File: config.mk
export PLATFORM = sky130hd
export DESIGN_NAME = pu_asm_enc
export DESIGN_NICKNAME = d
export VERILOG_FILES = /design/src/rtl/pu_asm_enc.sv
export SDC_FILE = /design/constraint.sdc
export NUM_CORES = 1
export LEC_CHECK = 0
export BUFFER_PORTS_ARGS = -buffer_cell sky130_fd_sc_hd__buf_2
export CORE_ASPECT_RATIO = 0.8
export CORE_UTILIZATION = 45
export CTS_BUF_LIST = sky130_fd_sc_hd__clkbuf_16
export DETAILED_ROUTE_END_ITERATION = 10
export PLACE_DENSITY = 0.66
export SYNTH_ARGS = -nofsm -noshare
export SYNTH_HDL_FRONTEND = slang
export SYNTH_SLANG_ARGS = --single-unit
File: constraint.sdc
create_clock -name clk -period 5.8 [get_ports clk]
set_clock_uncertainty 0.05 [all_clocks]
set_input_delay 0.58 -clock clk [delete_from_list [all_inputs] [get_ports clk]]
set_output_delay 0.58 -clock clk [all_outputs]
set_load 0.1 [all_outputs]
File: src/rtl/pu_asm_enc.sv
// pu_asm_enc: packs field-level commands into 16-bit PU instructions and
// writes them into instruction memory. LI16 becomes two words. The PU is
// held until END. Ports: clk, rst_n, start, cmd_* (valid/ready command),
// im_we/im_addr/im_wdata (memory write), im_count, busy, done, err, pu_hold.
module pu_asm_enc #(
  parameter int ADDR_W = 8,
  parameter int BASE   = 0
) (
  input  logic              clk,
  input  logic              rst_n,
  input  logic              start,
  input  logic              cmd_valid,
  output logic              cmd_ready,
  input  logic [3:0]        cmd_cls,
  input  logic [1:0]        cmd_rw,
  input  logic [1:0]        cmd_ra,
  input  logic [1:0]        cmd_rb,
  input  logic [3:0]        cmd_op,
  input  logic [2:0]        cmd_cond,
  input  logic [15:0]       cmd_imm,
  output logic              im_we,
  output logic [ADDR_W-1:0] im_addr,
  output logic [15:0]       im_wdata,
  output logic [ADDR_W-1:0] im_count,
  output logic              busy,
  output logic              done,
  output logic              err,
  output logic              pu_hold
);

  localparam logic [1:0] S_IDLE = 2'd0;
  localparam logic [1:0] S_RUN  = 2'd1;
  localparam logic [1:0] S_EXP2 = 2'd2;
  localparam logic [1:0] S_DONE = 2'd3;

  localparam int LIMI = (1 << ADDR_W) - BASE;
  localparam logic [ADDR_W:0]   LIM    = LIMI[ADDR_W:0];
  localparam logic [ADDR_W-1:0] BASE_A = BASE[ADDR_W-1:0];

  logic [1:0]        state;
  logic [ADDR_W:0]   cnt_q;
  logic [ADDR_W-1:0] wptr;
  logic [1:0]        li_rw;
  logic [7:0]        li_hi;

  logic        accept;
  logic        sx_ok;
  logic        chk;
  logic        bad;
  logic        full;
  logic        wr_req;
  logic [15:0] word;
  logic [15:0] wr_word;
  logic [7:0]  imm8;

  assign imm8      = cmd_imm[7:0];
  assign sx_ok     = cmd_imm[15:8] == {8{cmd_imm[7]}};
  assign cmd_ready = (state == S_RUN) & ~start;
  assign accept    = cmd_valid & cmd_ready;
  assign full      = cnt_q == LIM;
  assign busy      = (state == S_RUN) | (state == S_EXP2);
  assign pu_hold   = state != S_DONE;
  assign im_count  = cnt_q[ADDR_W-1:0];

  always_comb begin
    word = 16'h0000;
    chk  = 1'b0;
    bad  = 1'b0;
    unique case (1'b1)
      cmd_cls == 4'h0: word = 16'h0000;
      cmd_cls == 4'h1: word = 16'h0001;
      cmd_cls == 4'h2: begin
        word = {6'b000001, cmd_rw, imm8};
        chk  = 1'b1;
      end
      cmd_cls == 4'h3:
        word = {6'b001010, cmd_rw, cmd_op, cmd_ra, cmd_rb};
      cmd_cls == 4'h4: begin
        word = {4'b1100, cmd_rw, cmd_ra, imm8};
        chk  = 1'b1;
      end
      cmd_cls == 4'h5: begin
        word = {4'b1101, cmd_rw, cmd_ra, imm8};
        chk  = 1'b1;
      end
      cmd_cls == 4'h6: begin
        word = {4'b1011, cmd_rw, cmd_ra, imm8};
        chk  = 1'b1;
      end
      cmd_cls == 4'h7: begin
        word = {4'b1001, cmd_ra, cmd_rb, imm8};
        chk  = 1'b1;
      end
      cmd_cls == 4'h8: begin
        word = {5'b00100, cmd_cond, imm8};
        chk  = 1'b1;
      end
      cmd_cls == 4'h9: begin
        word = {3'b111, cmd_ra, cmd_cond, imm8};
        chk  = 1'b1;
      end
      cmd_cls == 4'hA:
        word = {12'h011, cmd_ra, cmd_rb};
      cmd_cls == 4'hB:
        word = {4'b0100, cmd_rw, cmd_rb, imm8};
      cmd_cls == 4'hC:
        word = {4'b0101, cmd_rw, cmd_rb, imm8};
      cmd_cls == 4'hD:
        word = {4'b0100, cmd_rw, cmd_rw, imm8};
      cmd_cls == 4'hE: word = 16'h0001;
      cmd_cls == 4'hF: bad = 1'b1;
      default: bad = 1'b1;
    endcase
    if (chk && !sx_ok) bad = 1'b1;
  end

  // second LI16 word comes from the latched register/high byte
  assign wr_req  = (accept & ~bad) |
                   ((state == S_EXP2) & ~start);
  assign wr_word = (state == S_EXP2) ?
                   {4'b0101, li_rw, li_rw, li_hi} : word;

  always_ff @(posedge clk or negedge rst_n) begin
    if (!rst_n) begin
      state    <= S_IDLE;
      cnt_q    <= '0;
      wptr     <= '0;
      li_rw    <= '0;
      li_hi    <= '0;
      im_we    <= 1'b0;
      im_addr  <= '0;
      im_wdata <= '0;
      done     <= 1'b0;
      err      <= 1'b0;
    end else if (start) begin
      state   <= S_RUN;
      cnt_q   <= '0;
      wptr    <= BASE_A;
      im_we   <= 1'b0;
      im_addr <= BASE_A;
      done    <= 1'b0;
      err     <= 1'b0;
    end else begin
      im_we <= wr_req & ~full;
      if (wr_req) begin
        if (full) begin
          err <= 1'b1;
        end else begin
          im_wdata <= wr_word;
          im_addr  <= wptr;
          wptr     <= wptr + 1'b1;
          cnt_q    <= cnt_q + 1'b1;
        end
      end
      if (accept && bad) err <= 1'b1;
      if (state == S_EXP2) state <= S_RUN;
      if (accept && !bad) begin
        if (cmd_cls == 4'hD) begin
          state <= S_EXP2;
          li_rw <= cmd_rw;
          li_hi <= cmd_imm[15:8];
        end
        if (cmd_cls == 4'hE) begin
          state <= S_DONE;
          done  <= 1'b1;
        end
      end
    end
  end

endmodule

======== Yosys cells after proc, flatten, opt, wreduce, memory -nomap -nowiden ========
Index checks and enable logic that the tools add are counted.
word-level totals
  bits in registers ....................... 56
  logic and storage cells ................. 88
cells by class
  $add $sub $neg .......................... 2
  equal/unequal tests ..................... 20
  multiplexer cells ....................... 27
  bitwise logic cells ..................... 10
  reductions and logical operators ........ 19
operator list
  cell                                                             count
  16-bit case mux with 13 select lines                             1
  8-bit two-way mux                                                6
  4-bit == test, second input constant                             7
  9-bit two-way mux                                                3
  4-bit by 3-bit == test with 1-bit output, second input constant  4
  16-bit two-way mux                                               1
  15-bit OR reduction                                              1
  1-bit two-way mux                                                11
  2-bit two-way mux                                                5
  9-bit by 1-bit adder with 9-bit output, second input constant    1
  9-bit == test, second input constant                             1
  8-bit by 1-bit adder with 8-bit output, second input constant    1
  4-bit by 2-bit == test with 1-bit output, second input constant  2
  8-bit == test                                                    1
  7-bit OR reduction                                               1
  2-bit AND reduction                                              3
  3-bit AND reduction                                              2
  2-bit nonzero test                                               3
  3-bit nonzero test                                               2
  1-bit AND                                                        5
  4-bit by 1-bit == test with 1-bit output, second input constant  1
  4-bit logical NOT                                                1
  2-bit != test, second input constant                             2
  1-bit logical AND                                                3
  6 further kinds                                                  10

======== Longest topological paths before layout ========
Gate-level depths: netlist of run 1.
  word-level depth ........................ 11
  gate-level depth with buffers ........... 11
  mapped depth without buffers ............ 9

======== Worst setup path before layout of run 1 ========
OpenSTA, ideal clock, no wires.
  kind .................................... input to output
  from .................................... in start
  to ...................................... out cmd_ready
  data arrival time ....................... 2110 ps
  required time ........................... 5170 ps
  setup slack ............................. 3060 ps
  stages .................................. 2
  path buffers ............................ 1
  cells stage by stage .................... clkbuf_1 nor2b_1
between the ends
  word-level cells in the longest chain between the ends .. 2
RTL lines
  element              RTL line  text
  from (decl)          11        input logic start,
  1-bit NOT (no line)  n/a
  1-bit AND            58        assign cmd_ready = (state == S_RUN) & ~start;
  to (decl)            13        output logic cmd_ready,
Every way passes these cells.

======== Worst setup path after layout of run 1 ========
  from .................................... reg cnt_q[0]
  to ...................................... reg wptr[6]
between the ends
  word-level cells in the longest chain between the ends .. 3
RTL lines
  element                        RTL line  text
  from (decl)                    41        logic [ADDR_W:0] cnt_q;
  from (signal assigned)         152       cnt_q <= cnt_q + 1'b1;
  9-bit == test                  60        assign full = cnt_q == LIM;
  2-bit != test (no line)        n/a
  2-bit AND reduction (no line)  n/a
  to (signal assigned)           151       wptr <= wptr + 1'b1;
  to (decl)                      42        logic [ADDR_W-1:0] wptr;
Every way passes these cells.
A chain may end at the register's enable or synchronous reset.

==> run metrics, run 1 <==
outcome finished with violations; failing checks design-rule violations; # Max-Cap Violations 0; Syn Inst Count 378; Seq pwr share 41.1%; DP Wirelength 6040 um; count leader, synth dfrtp_1; Layout area overhead 14.0%; DR DRC count 4; worst slack at placement 2.14 ns; DR vias/cell 5.87; RSZ-0062 raised after global routing false; Ant. Diodes 0; cts repair resizes 0; initial antenna violation count 0; Peak VDD IR 0.000207 V; TritonCTS clock tree built; top-area cell type share of the netlist area 42.0%; Tightest Pin Transition 1.22 ns; root buf cell clkbuf_16; Synth cell types 57; # hold bufs at CTS 0; internal power 0.661 mW; Syn Nets 423; I/O pin cnt 75; Critical Path Sink Type register; synth warn 0; worst-skew pair later-pin latency 0.29 ns; post-synthesis sequential area ratio 42.0%; Main synth FF type dfrtp_1; f_max 0.274 GHz; overall power 1.12 mW; Total GRT Usage 22.7%; Lkg Pwr 1.75 nW; final WL 8400 um; Logic pwr share 33.3%; fin crit period 3.65 ns; Synth Cell Area 3340 um^2; core area 7030 um^2; #FFs+latches synth 56; Synth async-reset ratio 100%; Slew Limit Fails 0; Critical Path AT 3.79 ns; switching pwr 0.458 mW; Post-CTS Repair Setup Buffers 0; Post-DRT Antenna Nets 0; Final nets 475; crit path launch type register; via count 3035; crit path max fanout 28; setup TNS 0 ns; Die X 98.3 um; synth top area cells dfrtp_1 (42%), nand2_1 (5.9%), o21ai_0 (4.4%); Post-synth EDFFs 0; worst hold path type input port to async pin; Final Hold Vio Count 0; Setup WS post-layout 2.15 ns; routability congestion estimate 0.868; first-pass GRT wire length 13600 um; Reg clk slew, reported paths 0.07 ns; area leader, netlist dfrtp_1; fin util 54.1%; worst rel slew slack 18.2%; GRT overflow 0; largest net degree at the start of global routing 57; final setup violating endpoints 0; Port Buffers 74; layout cells sized above 1 24.4%; htree depth 2; PwrDens 294 nW/um^2; die area 7760 um^2; FP Rows 27; Initial DRC Count 289; Num CTS Buffers 5; wire per inst 16.3 um; critical path type register to register; Chip Height 79.0 um; Initial Util 47.5%; clock network fraction of total power 25.6%; Critical Path RT 5.93 ns; synth cell count leaders dfrtp_1 (56), nand2_1 (52), o21ai_0 (29); CTS max path bufs 2; clock sinks 56; synthesized area per cell 8.82 um^2; vias in the first global route 2653; Sw Ratio 40.9%; Final period util 63.0%; DRT Pass-1 Iters 10
[worst max-delay path, stage by stage, from the launching register on]
cell and delay [ns]:
dfrtp_1 0.43, inv_1 0.11, ha_1 0.15, nor4b_1 0.51
a211oi_1 0.21, a31oi_1 0.46, and2_1 0.52, buf_4 0.36
inv_2 0.24, nand3_1 0.16, mux2_2 0.34
[registers in the layout, summed over array words and instances (netlist names)]
signal and cells:
cnt_q 9, done 1, err 1, im_addr 8
im_wdata 16, im_we 1, li_hi 8, li_rw 2
state 2, wptr 8
[cells by family (layout without fill, tap and decap cells)]
logic type                 after synthesis  after routing  share of synthesized area [%]
buffers and inverters                   50            102                           7.01
and+or+nand+nor                        129            129                           18.9
adders and majority gates                8              8                           3.00
DFF                                     56             56                           42.0
AOI/OAI and AO/OA                      111            111                           21.6
muxes                                   16             16                           5.36
xor gates and xnor gates                 8              8                           2.10
[stage by stage]
stage | instances | instance area, um^2 | hold slack [ns]
3_3_place_gp | 510 | 3670 | 0.424
3_5_place_dp | 510 | 3670 | 0.406
4_1_cts | 517 | 3800 | 0.396
6_report | 517 | 3800 | 0.358
2_1_floorplan | 378 | 3340 | 0.234
5_1_grt | 517 | 3800 | 0.425
[final cells by class]
cell class,instances,area [um^2]
Fill cell,657,3230
Multi-Input combinational cell,272,1700
Sequential cell,56,1400
Timing Repair Buffer,76,385
Clock buffer,5,125
Tap cell,87,109
Inverter,19,71.3
Clock inverter,2,8.76
[layer usage]
| metal | vias to the layer above | global-route usage [%] | share of wire, % |
|---|---|---|---|
| li1 | 1451 | - | - |
| met1 | 1468 | 34.5 | 49 |
| met2 | 108 | 32.8 | 44 |
| met3 | 8 | 3.79 | 5.8 |
| met4 | 0 | 7.16 | 1.2 |
| met5 | - | 0 | 0 |
[path summary, 6_finish.rpt]
| kind | from | end | slack, ns | cells past startpoint |
|---|---|---|---|---|
| max | cnt_q[0] | wptr[6] | 2.15 | 10 |
| min | rst_n | cnt_q[3] | 0.36 | 2 |
| max reg2reg | cnt_q[0] | wptr[6] | 2.15 | 10 |
| min reg2reg | im_wdata[14] | im_wdata[14] | 0.44 | 2 |
| max in group asynchronous | rst_n | im_addr[3] | 4.89 | 2 |
| min in group clk | im_wdata[14] | im_wdata[14] | 0.44 | 2 |
[power by group through the flow]
stage / clock, mW / combinational [mW] / sequential [mW]
after global placement: 0 / 0.370 / 0.467
after global routing: 0.314 / 0.393 / 0.465
after CTS: 0.291 / 0.373 / 0.460
final: 0.286 / 0.372 / 0.460
after detailed placement: 0 / 0.372 / 0.467
after floorplan: 0 / 0.115 / 0.644
[cells in the final DEF (no fill, tap or decap), types with 4 or more instances in the layout]
cell       synthesis  final
a211oi_1           8      8
a21oi_1           28     28
a221oi_1           9      9
buf_2              4     74
clkbuf_16          0      5
dfrtp_1           56     56
ha_1               8      8
inv_1             17     18
mux2_2            11     11
mux2i_1            4      4
nand2_1           52     52
nand2b_1           6      6
nand3_1            9      9
nand4_1            4      4
nor2_1            28     28
nor2b_1            7      7
nor3_1             5      5
o21ai_0           29     29
o22ai_1            4      4
o31ai_1            5      5
or3_1              4      4
xnor2_1            6      6
No activity file was read; power rests on OpenSTA's default activity.
==> run 2: changes to the inputs <==
==> constraint.sdc (replaced) <==
create_clock -name clk -period 3.5 [get_ports clk]
set_clock_uncertainty 0.05 [all_clocks]
set_input_delay 0.35 -clock clk [delete_from_list [all_inputs] [get_ports clk]]
set_output_delay 0.35 -clock clk [all_outputs]
set_load 0.1 [all_outputs]
==> run 2 against run 1 <==
  * The flow now finishes without violations
  * Global-route usage is 0.85 points higher
  * Flip-flop and latch count unchanged
  * Core utilization up 0.75 points
  * Die area did not move
  * Fmax increased by 23%
  * Critical path type unchanged
  * Largest cell class unchanged
==> run metrics, run 2 (synthesis results as in run 1) <==
initial antenna violation count 0; Die X 98.3 um; die area 7760 um^2; CTS max path bufs 2; # hold bufs at CTS 0; placed cells 513; Num CTS Buffers 5; Total GRT Usage 23.6%; critical path type register to register; Worst R2R End wptr[5]; Final nets 478; Post-CTS Repair Setup Buffers 0; root buf cell clkbuf_16; DRT Pass-1 Iters 7; worst hold path type input port to async pin; Final period util 85.1%; Tightest Pin Transition 0.813 ns; largest registers im_wdata: 16 flops, cnt_q: 9 flops; crit path max fanout 42; # fillers 672; GRT overflow 0; Non-Filler Instances 521; cts repair resizes 0; TritonCTS clock tree built; met2 wire len 3890 um; Critical Path AT 3.11 ns; RSZ-0062 raised after global routing false; Slew Limit Fails 0; Port Buffers 74; setup TNS 0 ns; fin crit period 2.98 ns; crit path launch type register; worst r2r src cnt_q[0]; most frequent cells in the layout buf_2 (74), dfrtp_1 (56), nand2_1 (52); DP Wirelength 6240 um; first-pass GRT wire length 14300 um; Post-DRT Antenna Nets 0; worst-skew pair later-pin latency 0.29 ns; Lkg Pwr 1.78 nW; FF-to-FF path depth 9; Initial DRC Count 274; Initial Util 47.5%; Final Hold Vio Count 0; FP Rows 27; R2R Setup Slk 0.52 ns; Ant. Diodes 0; length of routed wiring on met1 4130 um; worst rel slew slack 45.8%; layout cells sized above 1 25.1%; Final Instance Area 3850 um^2; core area 7030 um^2; PwrDens 502 nW/um^2; wire length on met3 507 um; DR vias/cell 5.78; # Max-Cap Violations 0; Critical Path Sink Type register; outcome complete, no violations; I/O pin cnt 75; DR DRC count 0; largest net degree at the start of global routing 43; final WL 8600 um; clock sinks 56; Layout area overhead 15.5%; Top Layer Used met4; Chip Height 79.0 um; routability congestion estimate 0.917; largest register by flop count im_wdata; Critical Path RT 3.63 ns; final setup violating endpoints 0; commonest non-fill, non-tap cell in the layout buf_2; htree depth 2; Hold WS 0.102 ns; f_max 0.336 GHz; dpl cell area 3690 um^2; vias in the first global route 2833; Reg clk slew, reported paths 0.07 ns; Peak VDD IR 0.000307 V; max reg flops 16; via count 3009; wire per inst 16.5 um; fin util 54.8%
==> run 2: cell count changes in the layout (fill, tap and decap cells not counted), sizes merged <==
cell    previous run  this run
buf               76        79
bufinv             0         1
==> run 2: how the worst max path moves through the flow <==
| stage | end | startpoint | slack [ns] | cells past startpoint |
|---|---|---|---|---|
| after global placement | wptr[5] | cnt_q[0] | 0.64 | 9 |
| after CTS | wptr[5] | cnt_q[0] | 0.52 | 9 |
| after global routing | wptr[5] | cnt_q[0] | 0.26 | 9 |
| after detailed placement | wptr[5] | cnt_q[0] | 0.55 | 9 |
| final | wptr[5] | cnt_q[0] | 0.52 | 9 |
| after floorplan | wptr[5] | cnt_q[0] | 1.05 | 9 |
==> run 2: stage by stage <==
stage	setup slack, ns	power, mW
after floorplan	1.05	1.26
after global placement	0.642	1.39
after detailed placement	0.545	1.39
after CTS	0.523	1.95
after global routing	0.264	2.02
final	0.523	1.94
==> run 2: layout make-up <==
type                            instances  area (um^2)  share of cell area (%)
Clock buffer                            5          125                    3.25
Clock inverter                          3         38.8                    1.01
Inverter                               19         71.3                    1.85
Multi-Input combinational cell        272         1700                    44.1
Sequential cell                        56         1400                    36.4
Tap cell                               87          109                    2.82
Timing Repair Buffer                   79          408                    10.6
==> run 2: power breakdown <==
part | leakage (nW) | switching, mW | internal, mW | total [mW]
Sequential | 0.739 | 0.0473 | 0.716 | 0.763
Clock | 0.0850 | 0.218 | 0.334 | 0.552
Combinational | 0.957 | 0.498 | 0.123 | 0.621
Total | 1.78 | 0.763 | 1.17 | 1.94
==> run 2: worst max-delay path, stage by stage, from the launching register on <==
cell and delay, ns:
dfrtp_1 0.42, inv_1 0.11, ha_1 0.14, nor4b_1 0.43, a211oi_1 0.21, a31oi_1 0.43
and2_1 0.23, buf_4 0.36, or3_1 0.19, mux2_4 0.29
==> run 2: routing by layer <==
metal / vias up / global-route usage [%]
met5: - / 0
met4: 0 / 4.63
met3: 7 / 5.28
met2: 102 / 35.9
met1: 1447 / 34.5
li1: 1453 / -
